### src/rtl/wb_cmd_master_if.sv
// ---------------------------------------------------------------------------
// wb_cmd_master_if
//   Signal bundle for wb_cmd_master: the valid/ready command port, the
//   valid/ready response port and the Wishbone classic initiator signals.
//   Signal names carry the _i/_o suffixes as seen from the initiator.
//
//   modport master : the wb_cmd_master block itself
//   modport slave  : whatever sits around it (command source, response sink
//                    and the Wishbone responder)
//
//   Command  : cmd_valid_i, cmd_ready_o, cmd_we_i, cmd_adr_i[31:0],
//              cmd_dat_i[31:0], cmd_sel_i[3:0]
//   Response : rsp_valid_o, rsp_ready_i, rsp_dat_o[31:0], rsp_err_o
//   Wishbone : wbm_cyc_o, wbm_stb_o, wbm_we_o, wbm_sel_o[3:0],
//              wbm_adr_o[31:0], wbm_dat_o[31:0], wbm_ack_i, wbm_dat_i[31:0]
// ---------------------------------------------------------------------------
interface wb_cmd_master_if;
  // command port
  logic        cmd_valid_i;
  logic        cmd_ready_o;
  logic        cmd_we_i;
  logic [31:0] cmd_adr_i;
  logic [31:0] cmd_dat_i;
  logic [3:0]  cmd_sel_i;
  // response port
  logic        rsp_valid_o;
  logic        rsp_ready_i;
  logic [31:0] rsp_dat_o;
  logic        rsp_err_o;
  // wishbone initiator
  logic        wbm_cyc_o;
  logic        wbm_stb_o;
  logic        wbm_we_o;
  logic [3:0]  wbm_sel_o;
  logic [31:0] wbm_adr_o;
  logic [31:0] wbm_dat_o;
  logic        wbm_ack_i;
  logic [31:0] wbm_dat_i;

  modport master (
    input  cmd_valid_i, cmd_we_i, cmd_adr_i, cmd_dat_i, cmd_sel_i,
    output cmd_ready_o,
    input  rsp_ready_i,
    output rsp_valid_o, rsp_dat_o, rsp_err_o,
    output wbm_cyc_o, wbm_stb_o, wbm_we_o, wbm_sel_o, wbm_adr_o, wbm_dat_o,
    input  wbm_ack_i, wbm_dat_i
  );

  modport slave (
    output cmd_valid_i, cmd_we_i, cmd_adr_i, cmd_dat_i, cmd_sel_i,
    input  cmd_ready_o,
    output rsp_ready_i,
    input  rsp_valid_o, rsp_dat_o, rsp_err_o,
    input  wbm_cyc_o, wbm_stb_o, wbm_we_o, wbm_sel_o, wbm_adr_o, wbm_dat_o,
    output wbm_ack_i, wbm_dat_i
  );
endinterface

### src/rtl/wb_cmd_master.sv
// ---------------------------------------------------------------------------
// wb_cmd_master
//   Wishbone classic initiator. Takes one single-word command at a time from
//   a valid/ready command port, runs one Wishbone cycle, and returns read
//   data (or write completion) on a valid/ready response port. No
//   pipelining: at most one transaction is in flight.
//
//   Ports
//     wb_clk_i   : clock, rising edge
//     wb_rst_n_i : asynchronous active-low reset
//     bus        : wb_cmd_master_if.master (command, response, Wishbone)
//
//   Parameters
//     TIMEOUT : stb cycles to wait for ack before aborting (2..65535)
//     TO_W    : timeout counter width, 2**TO_W > TIMEOUT
//
//   Optional feature
//     WBM_TIMEOUT_EN : when defined, a watchdog aborts a bus cycle that sees
//                      no ack for TIMEOUT edges and reports rsp_err_o = 1.
//                      When undefined, BUS waits forever, rsp_err_o is 0 and
//                      TIMEOUT/TO_W have no effect.
// ---------------------------------------------------------------------------
module wb_cmd_master #(
  parameter int unsigned TIMEOUT = 255,
  parameter int unsigned TO_W    = 16
) (
  input  logic           wb_clk_i,
  input  logic           wb_rst_n_i,
  wb_cmd_master_if.master bus
);

  localparam logic [1:0] ST_IDLE = 2'd0;
  localparam logic [1:0] ST_BUS  = 2'd1;
  localparam logic [1:0] ST_RESP = 2'd2;

  typedef struct packed {
    logic        we;
    logic [3:0]  sel;
    logic [31:0] adr;
    logic [31:0] dat;
  } wb_req_t;

  logic [1:0]  state_q;
  wb_req_t     req_q;
  logic [31:0] rsp_dat_q;

  logic in_idle, in_bus, in_resp;
  logic accept;      // command handshake this cycle
  logic bus_ack;     // ack only counts while a cycle is open
  logic timeout_hit; // watchdog expires on this edge (never wins over ack)

  assign in_idle = (state_q == ST_IDLE);
  assign in_bus  = (state_q == ST_BUS);
  assign in_resp = (state_q == ST_RESP);
  assign accept  = in_idle & bus.cmd_valid_i;
  assign bus_ack = in_bus & bus.wbm_ack_i;

  // -------------------------------------------------------------------------
  // Main FSM. cyc/stb and rsp_valid are decoded from the state register, so
  // the asynchronous reset drops them at once rather than at the next edge.
  // -------------------------------------------------------------------------
  always_ff @(posedge wb_clk_i or negedge wb_rst_n_i) begin
    if (!wb_rst_n_i) begin
      state_q   <= ST_IDLE;
      req_q     <= '0;
      rsp_dat_q <= '0;
    end else begin
      case (state_q)
        ST_IDLE: begin
          if (accept) begin
            req_q.we  <= bus.cmd_we_i;
            req_q.sel <= bus.cmd_sel_i;
            req_q.adr <= bus.cmd_adr_i;
            req_q.dat <= bus.cmd_dat_i;
            state_q   <= ST_BUS;
          end
        end
        ST_BUS: begin
          if (bus_ack) begin
            rsp_dat_q <= req_q.we ? 32'h0 : bus.wbm_dat_i;
            state_q   <= ST_RESP;
          end else if (timeout_hit) begin
            rsp_dat_q <= 32'h0;
            state_q   <= ST_RESP;
          end
        end
        ST_RESP: begin
          if (bus.rsp_ready_i) state_q <= ST_IDLE;
        end
        default: state_q <= ST_IDLE;
      endcase
    end
  end

`ifdef WBM_TIMEOUT_EN
  // -------------------------------------------------------------------------
  // Watchdog. The counter holds the number of stb edges already seen without
  // ack, so the TIMEOUT-th such edge is the one where it equals TIMEOUT-1.
  // -------------------------------------------------------------------------
  logic [TO_W-1:0] to_cnt_q;
  logic            rsp_err_q;

  assign timeout_hit = in_bus & (to_cnt_q == TO_W'(TIMEOUT - 1));

  always_ff @(posedge wb_clk_i or negedge wb_rst_n_i) begin
    if (!wb_rst_n_i) begin
      to_cnt_q <= '0;
    end else if (accept) begin
      to_cnt_q <= '0;
    end else if (in_bus && !bus_ack) begin
      to_cnt_q <= to_cnt_q + 1'b1;
    end
  end

  always_ff @(posedge wb_clk_i or negedge wb_rst_n_i) begin
    if (!wb_rst_n_i) begin
      rsp_err_q <= 1'b0;
    end else if (bus_ack) begin
      rsp_err_q <= 1'b0;
    end else if (timeout_hit) begin
      rsp_err_q <= 1'b1;
    end
  end

  assign bus.rsp_err_o = rsp_err_q;
`else
  // No watchdog: BUS only leaves on ack, errors cannot occur.
  logic unused_cfg;
  assign unused_cfg    = ^{TIMEOUT, TO_W};
  assign timeout_hit   = 1'b0;
  assign bus.rsp_err_o = 1'b0;
`endif

  // -------------------------------------------------------------------------
  // Outputs. stb mirrors cyc (single-beat classic cycles). we is masked in
  // IDLE so a finished write never looks like a pending one; adr/dat/sel
  // simply keep the last command.
  // -------------------------------------------------------------------------
  assign bus.cmd_ready_o = in_idle;
  assign bus.rsp_valid_o = in_resp;
  assign bus.rsp_dat_o   = rsp_dat_q;
  assign bus.wbm_cyc_o   = in_bus;
  assign bus.wbm_stb_o   = in_bus;
  assign bus.wbm_we_o    = req_q.we & ~in_idle;
  assign bus.wbm_sel_o   = req_q.sel;
  assign bus.wbm_adr_o   = req_q.adr;
  assign bus.wbm_dat_o   = req_q.dat;

endmodule

### src/flat_wrapper.sv
// flat-port wrapper written by rule: the top's interface ports become plain ports
module wb_cmd_master_flat 
#(
  parameter int unsigned TIMEOUT = 255,
  parameter int unsigned TO_W    = 16
)
  (wb_clk_i, wb_rst_n_i, bus_cmd_valid_i, bus_cmd_we_i, bus_cmd_adr_i, bus_cmd_dat_i, bus_cmd_sel_i, bus_cmd_ready_o, bus_rsp_ready_i, bus_rsp_valid_o, bus_rsp_dat_o, bus_rsp_err_o, bus_wbm_cyc_o, bus_wbm_stb_o, bus_wbm_we_o, bus_wbm_sel_o, bus_wbm_adr_o, bus_wbm_dat_o, bus_wbm_ack_i, bus_wbm_dat_i);
  wb_cmd_master_if bus_i ();
  input  logic wb_clk_i;
  input  logic wb_rst_n_i;
  input wire logic [$bits(bus_i.cmd_valid_i)-1:0] bus_cmd_valid_i;
  input wire logic [$bits(bus_i.cmd_we_i)-1:0] bus_cmd_we_i;
  input wire logic [$bits(bus_i.cmd_adr_i)-1:0] bus_cmd_adr_i;
  input wire logic [$bits(bus_i.cmd_dat_i)-1:0] bus_cmd_dat_i;
  input wire logic [$bits(bus_i.cmd_sel_i)-1:0] bus_cmd_sel_i;
  output wire logic [$bits(bus_i.cmd_ready_o)-1:0] bus_cmd_ready_o;
  input wire logic [$bits(bus_i.rsp_ready_i)-1:0] bus_rsp_ready_i;
  output wire logic [$bits(bus_i.rsp_valid_o)-1:0] bus_rsp_valid_o;
  output wire logic [$bits(bus_i.rsp_dat_o)-1:0] bus_rsp_dat_o;
  output wire logic [$bits(bus_i.rsp_err_o)-1:0] bus_rsp_err_o;
  output wire logic [$bits(bus_i.wbm_cyc_o)-1:0] bus_wbm_cyc_o;
  output wire logic [$bits(bus_i.wbm_stb_o)-1:0] bus_wbm_stb_o;
  output wire logic [$bits(bus_i.wbm_we_o)-1:0] bus_wbm_we_o;
  output wire logic [$bits(bus_i.wbm_sel_o)-1:0] bus_wbm_sel_o;
  output wire logic [$bits(bus_i.wbm_adr_o)-1:0] bus_wbm_adr_o;
  output wire logic [$bits(bus_i.wbm_dat_o)-1:0] bus_wbm_dat_o;
  input wire logic [$bits(bus_i.wbm_ack_i)-1:0] bus_wbm_ack_i;
  input wire logic [$bits(bus_i.wbm_dat_i)-1:0] bus_wbm_dat_i;
  assign bus_i.cmd_valid_i = bus_cmd_valid_i;
  assign bus_i.cmd_we_i = bus_cmd_we_i;
  assign bus_i.cmd_adr_i = bus_cmd_adr_i;
  assign bus_i.cmd_dat_i = bus_cmd_dat_i;
  assign bus_i.cmd_sel_i = bus_cmd_sel_i;
  assign bus_cmd_ready_o = bus_i.cmd_ready_o;
  assign bus_i.rsp_ready_i = bus_rsp_ready_i;
  assign bus_rsp_valid_o = bus_i.rsp_valid_o;
  assign bus_rsp_dat_o = bus_i.rsp_dat_o;
  assign bus_rsp_err_o = bus_i.rsp_err_o;
  assign bus_wbm_cyc_o = bus_i.wbm_cyc_o;
  assign bus_wbm_stb_o = bus_i.wbm_stb_o;
  assign bus_wbm_we_o = bus_i.wbm_we_o;
  assign bus_wbm_sel_o = bus_i.wbm_sel_o;
  assign bus_wbm_adr_o = bus_i.wbm_adr_o;
  assign bus_wbm_dat_o = bus_i.wbm_dat_o;
  assign bus_i.wbm_ack_i = bus_wbm_ack_i;
  assign bus_i.wbm_dat_i = bus_wbm_dat_i;
  wb_cmd_master #(.TIMEOUT(TIMEOUT), .TO_W(TO_W)) u_core (.wb_clk_i(wb_clk_i), .wb_rst_n_i(wb_rst_n_i), .bus(bus_i));
endmodule
### config.mk
export PLATFORM = sky130hd
export DESIGN_NAME = wb_cmd_master_flat
export DESIGN_NICKNAME = d
export VERILOG_FILES = /design/src/rtl/wb_cmd_master_if.sv /design/src/rtl/wb_cmd_master.sv /design/src/flat_wrapper.sv
export SDC_FILE = /design/constraint.sdc
export NUM_CORES = 1
export LEC_CHECK = 0
export ABC_AREA = 1
export CAP_MARGIN = 20
export CORE_ASPECT_RATIO = 1.4
export CORE_MARGIN = 2
export CORE_UTILIZATION = 38
export CTS_CLUSTER_SIZE = 40
export DETAILED_ROUTE_END_ITERATION = 10
export PLACE_DENSITY_LB_ADDON = 0.12
export RECOVER_POWER = 100
export SYNTH_ARGS = -nofsm -noshare
export SYNTH_HDL_FRONTEND = slang
export SYNTH_SLANG_ARGS = --single-unit
export TNS_END_PERCENT = 30
### constraint.sdc
create_clock -name wb_clk_i -period 1 [get_ports wb_clk_i]
set_input_delay 0.15 -clock wb_clk_i [delete_from_list [all_inputs] [get_ports wb_clk_i]]
set_output_delay 0.15 -clock wb_clk_i [all_outputs]
set_load 0.01 [all_outputs]
# Word level (Yosys, flattened, before mapping)
# Index checks and enable logic that the tools add are counted.
# totals
regBits,103
in_bits,106
# classes
n_bitwise,4
mux,5
reduce_logical,4
eq_ne,5
# op_table
operator,n
32-bit two-way mux,1
2-bit two-way mux,3
"2-bit inequality test, second input constant",3
2-bit case mux with 3 select lines,1
2-bit AND reduction,2
1-bit bitwise AND,3
3-bit AND reduction,1
"2-bit by 1-bit == test with 1-bit output, second input constant",1
"2-bit == test, second input constant",1
2-bit zero test,1
1-bit NOT,1

# Logic depth before layout (Yosys ltp)
# Gate-level depths: netlist (run 1).
# depth
word_depth,4
mapped_depth,5

# Worst setup path after synthesis (run 1)
# No wires, ideal clock.
# synth_timing
path_kind,register -> output
from,reg u_core.state_q[0]
to,out bus_wbm_stb_o
stages_incl_launch_ff,5
setup_slack_ps,-119
t_required_ps,850
t_arrival_ps,969
path_buffers,2
path_cell_list,dfrtp_1 > inv_1 > nor2_4 > buf_2 > buf_4
# synth_via
elab_chain_len,1
# synth_lines
element,line,source
"start, declared",wb_cmd_master.sv:43,logic [1:0] state_q;
"start signal, assigned",wb_cmd_master.sv:64,state_q <= ST_IDLE;
"start signal, assigned",wb_cmd_master.sv:75,state_q <= ST_BUS;
"start signal, assigned",wb_cmd_master.sv:81,state_q <= ST_RESP;
2-bit by 1-bit == test with 1-bit output,wb_cmd_master.sv:53,assign in_bus = (state_q == ST_BUS);
"end, declared",flat_wrapper.sv:22,output wire logic [$bits(bus_i.wbm_stb_o)-1:0] bus_wbm_stb_o;
# No other way between the ends.

# Final worst setup path (run 1)
# layout_timing
from,reg u_core.state_q[0]
to,out bus_wbm_we_o
# layout_via
elab_chain_len,3
# layout_lines
element,line,source
2-bit zero test,wb_cmd_master.sv:52,assign in_idle = (state_q == ST_IDLE);
1-bit NOT,wb_cmd_master.sv:144,assign bus.wbm_we_o = req_q.we & ~in_idle;
1-bit bitwise AND,wb_cmd_master.sv:144,
"end, declared",flat_wrapper.sv:23,output wire logic [$bits(bus_i.wbm_we_o)-1:0] bus_wbm_we_o;
# No other way between the ends.

==> impl_metrics.tcl, run 1 <==
set metrics [dict create \
    outcome "complete, but fails checks" \
    violations "negative setup slack" \
    insertion_delay_ps 340 \
    p_total_mw 21.5 \
    die_h_um 138 \
    cts_buffers 9 \
    routed_wl_um 13500 \
    place_congestion 0.778 \
    startpoint "u_core.state_q[0]$_DFFE_PN0P_" \
    synthDistinctLibCells 12 \
    cp.required_ps 850 \
    layout.cells.most_common_list "202 x nand2_1, 103 x clkdlybuf4s50_1, 102 x dfrtp_1" \
    worst_setup_path_start_kind "register" \
    yosysWarnings 0 \
    clock_sinks 103 \
    vias_per_cell 4.65 \
    peakVddDrop_uv 1280 \
    finish.utilization_pct 57.0 \
    layout.nets 851 \
    grt_pass1_wl_um 20600 \
    antenna_cells 0 \
    cts_tree "yes" \
    area_delta_synth_final_pct 45.5 \
    final_common_cell "nand2_1" \
    fp-row-count 48 \
    initial_core_util_pct 39.2 \
    worstSetupEndpoint "bus_wbm_we_o" \
    hold_path.class "input pin to register" \
    cts_htree_levels 3 \
    crit_slowest_cell "dfrtp_1" \
    ys_ff_latch 103 \
    p_comb_share_pct 49.3 \
    setup_violations 165 \
    worstPathArrival_ps 1220 \
    via_count 4182 \
    drcViolationCount 0 \
    cp_top_family "flip-flops" \
    powerDensity_nw_per_um2 3050 \
    grt_max_degree 70 \
    drtIter0Drc 148 \
    grt_pass1_vias 4108 \
    first_pass_iters 4 \
    crit_type "register to output pin" \
    worstPathCellList "buf_6 -> nor2_4 -> nor2_1 -> buf_2" \
    p_leak_nw 3.80 \
    antenna_found_initial 0 \
    grt-ovfl-total 0 \
    dp_hpwl_um 9040 \
    core_um2 12400 \
    timing.rr.end "u_core.bus.wbm_adr_o[13]$_DFFE_PN0P_" \
    cts-root-buf "clkbuf_16" \
    rsz0062_at_grt "true" \
    seq_power_share_pct 33.5 \
    final-max-slew-violation-count 0 \
    crit_buf_inv 2 \
    synthCells 590 \
    fin_crit_ps 1370 \
    die_w_um 99.4 \
    drive_above_1_share_pct 23.2 \
    max-cap-violations 0 \
    cp_num_cells 4 \
    worstSetupEndpointType "output pin" \
    worstHoldPathCells 4 \
    fmax_ghz 0.731 \
    cp_max_fo 4 \
    slew_headroom_pct 63.2 \
    hold_violations 0 \
    synth_area_um2 4840 \
    worst_pin_slew_ps 552 \
    max_stage_delay_ps 420 \
    numPortBuffers 210 \
    finalCritPeriodShare_pct 137 \
    clkTransAtPathRegs_ps 60 \
    pre_cts_slack_ps -359 \
    setup_ws_ps -368 \
    cts.path.max_buffers 2 \
    dieArea_um2 13700 \
    syn_area_per_cell_um2 8.21 \
    detail-route-antenna-nets 0 \
    syn-num-nets 696 \
    clockPowerShare_pct 17.2 \
    r2r_slack_ps -360 \
    grt_use_total_pct 19.1 \
    num_io_pins 212 \
    swShare_pct 36.9 \
    wl_per_cell_um 15.0 \
    r2r-start "u_core.state_q[0]$_DFFE_PN0P_" \
    internal-power_mw 13.6 \
    holdWs_ps 324 \
    seq_area_frac_synth_pct 53.2 \
    finalClockSkew_ps 5.00 \
    reg2reg_depth 7 \
    p_sw_mw 7.94 \
]
-- state kept, by name (all words and copies together) (netlist names) --
| register | cells |
|---|---|
| u_core.req_q | 1 |
| u_core.bus.wbm_dat_o | 32 |
| u_core.bus.rsp_dat_o | 32 |
| u_core.bus.wbm_sel_o | 4 |
| u_core.state_q | 2 |
| u_core.bus.wbm_adr_o | 32 |
-- timing repair --
item / CTS / global route
gates resized for setup: 466 / 31
pin swaps: 2 / 5
hold buffers: 1 / 0
endpoints found under the setup margin: 208 / 208
gates cloned: 1 / 4
setup buffers: 9 / 1
endpoints found under the hold margin: 103 / 0
-- worst register-to-register path, stage by stage (launching register included) --
cell and delay (ps):
dfrtp_1 420, buf_6 140, nor2_4 140, buf_8 160, nand2_8 90, buf_12 180, nand2_1 70, nand2_1 50
-- area by class of cell --
type | instances | area [um^2]
fill | 1159 | 5320
clock buffer | 12 | 246
multi-input combinational | 345 | 1510
sequential | 103 | 2580
inverter | 36 | 135
clock inverter | 3 | 67.6
timing repair buffer | 250 | 2330
tap | 150 | 188
-- power by group through the flow --
stage	combinational [mW]	clock (mW)	sequential (mW)
after floorplan	6.10	0	7.20
final	10.6	3.70	7.20
after detailed placement	10.3	0	7.13
after CTS	9.61	3.83	7.14
after global placement	10.1	0	7.07
after global routing	11.6	3.98	7.45
-- Yosys cell counts (all sizes together) --
cell	instances	share of area, %
o21ai	2	0.21
nand2	205	16
conb	1	0.077
clkbuf	16	1.2
nor2	35	3.0
buf	90	13
dfrtp	103	53
nand3	102	11
inv	36	2.8
-- kinds of logic after synthesis --
kind of cell    Yosys count  share of synthesized area [%]
simple gates            342                           29.4
compound gates            2                          0.207
buf+inv                 142                           17.1
other cells               1                         0.0774
flops                   103                           53.2
-- how the worst min path moves through the flow --
| stage | from | endpoint | slack (ps) |
|---|---|---|---|
| 3_5_place_dp | wb_rst_n_i | u_core.bus.wbm_dat_o[17]$_DFFE_PN0P_ | 140 |
| 6_report | bus_cmd_valid_i | u_core.state_q[0]$_DFFE_PN0P_ | 320 |
| 4_1_cts | wb_rst_n_i | u_core.bus.wbm_dat_o[17]$_DFFE_PN0P_ | 330 |
| 5_1_grt | bus_cmd_valid_i | u_core.state_q[0]$_DFFE_PN0P_ | 320 |
| 3_3_place_gp | wb_rst_n_i | u_core.bus.wbm_dat_o[15]$_DFFE_PN0P_ | 140 |
| 2_1_floorplan | wb_rst_n_i | u_core.bus.rsp_dat_o[0]$_DFFE_PN0P_ | -150 |
-- stage by stage --
stage / TNS, ps / instances / area (um^2)
4_1_cts: -31050 / 894 / 6830
3_5_place_dp: -36260 / 868 / 6690
5_1_grt: -38510 / 899 / 7050
6_report: -28800 / 899 / 7050
2_1_floorplan: -7890 / 590 / 4860
3_3_place_gp: -32290 / 868 / 6690
-- routing by layer --
metal	track usage, %	wire, um	vias to the layer above
met2	33.1	7010	148
met1	23.4	5320	1968
met3	4.77	1010	10
met4	5.63	153	0
li1	-	-	2056
met5	0	0	-
No activity file was read; power rests on OpenSTA's default activity.
==> inputs of run 2 (changes only) <==
ABC_CLOCK_PERIOD_IN_PS = 1000   (was not set)
==> results of run 2 <==
No change in the layout: final DEF, timing and power equal those of run 1.
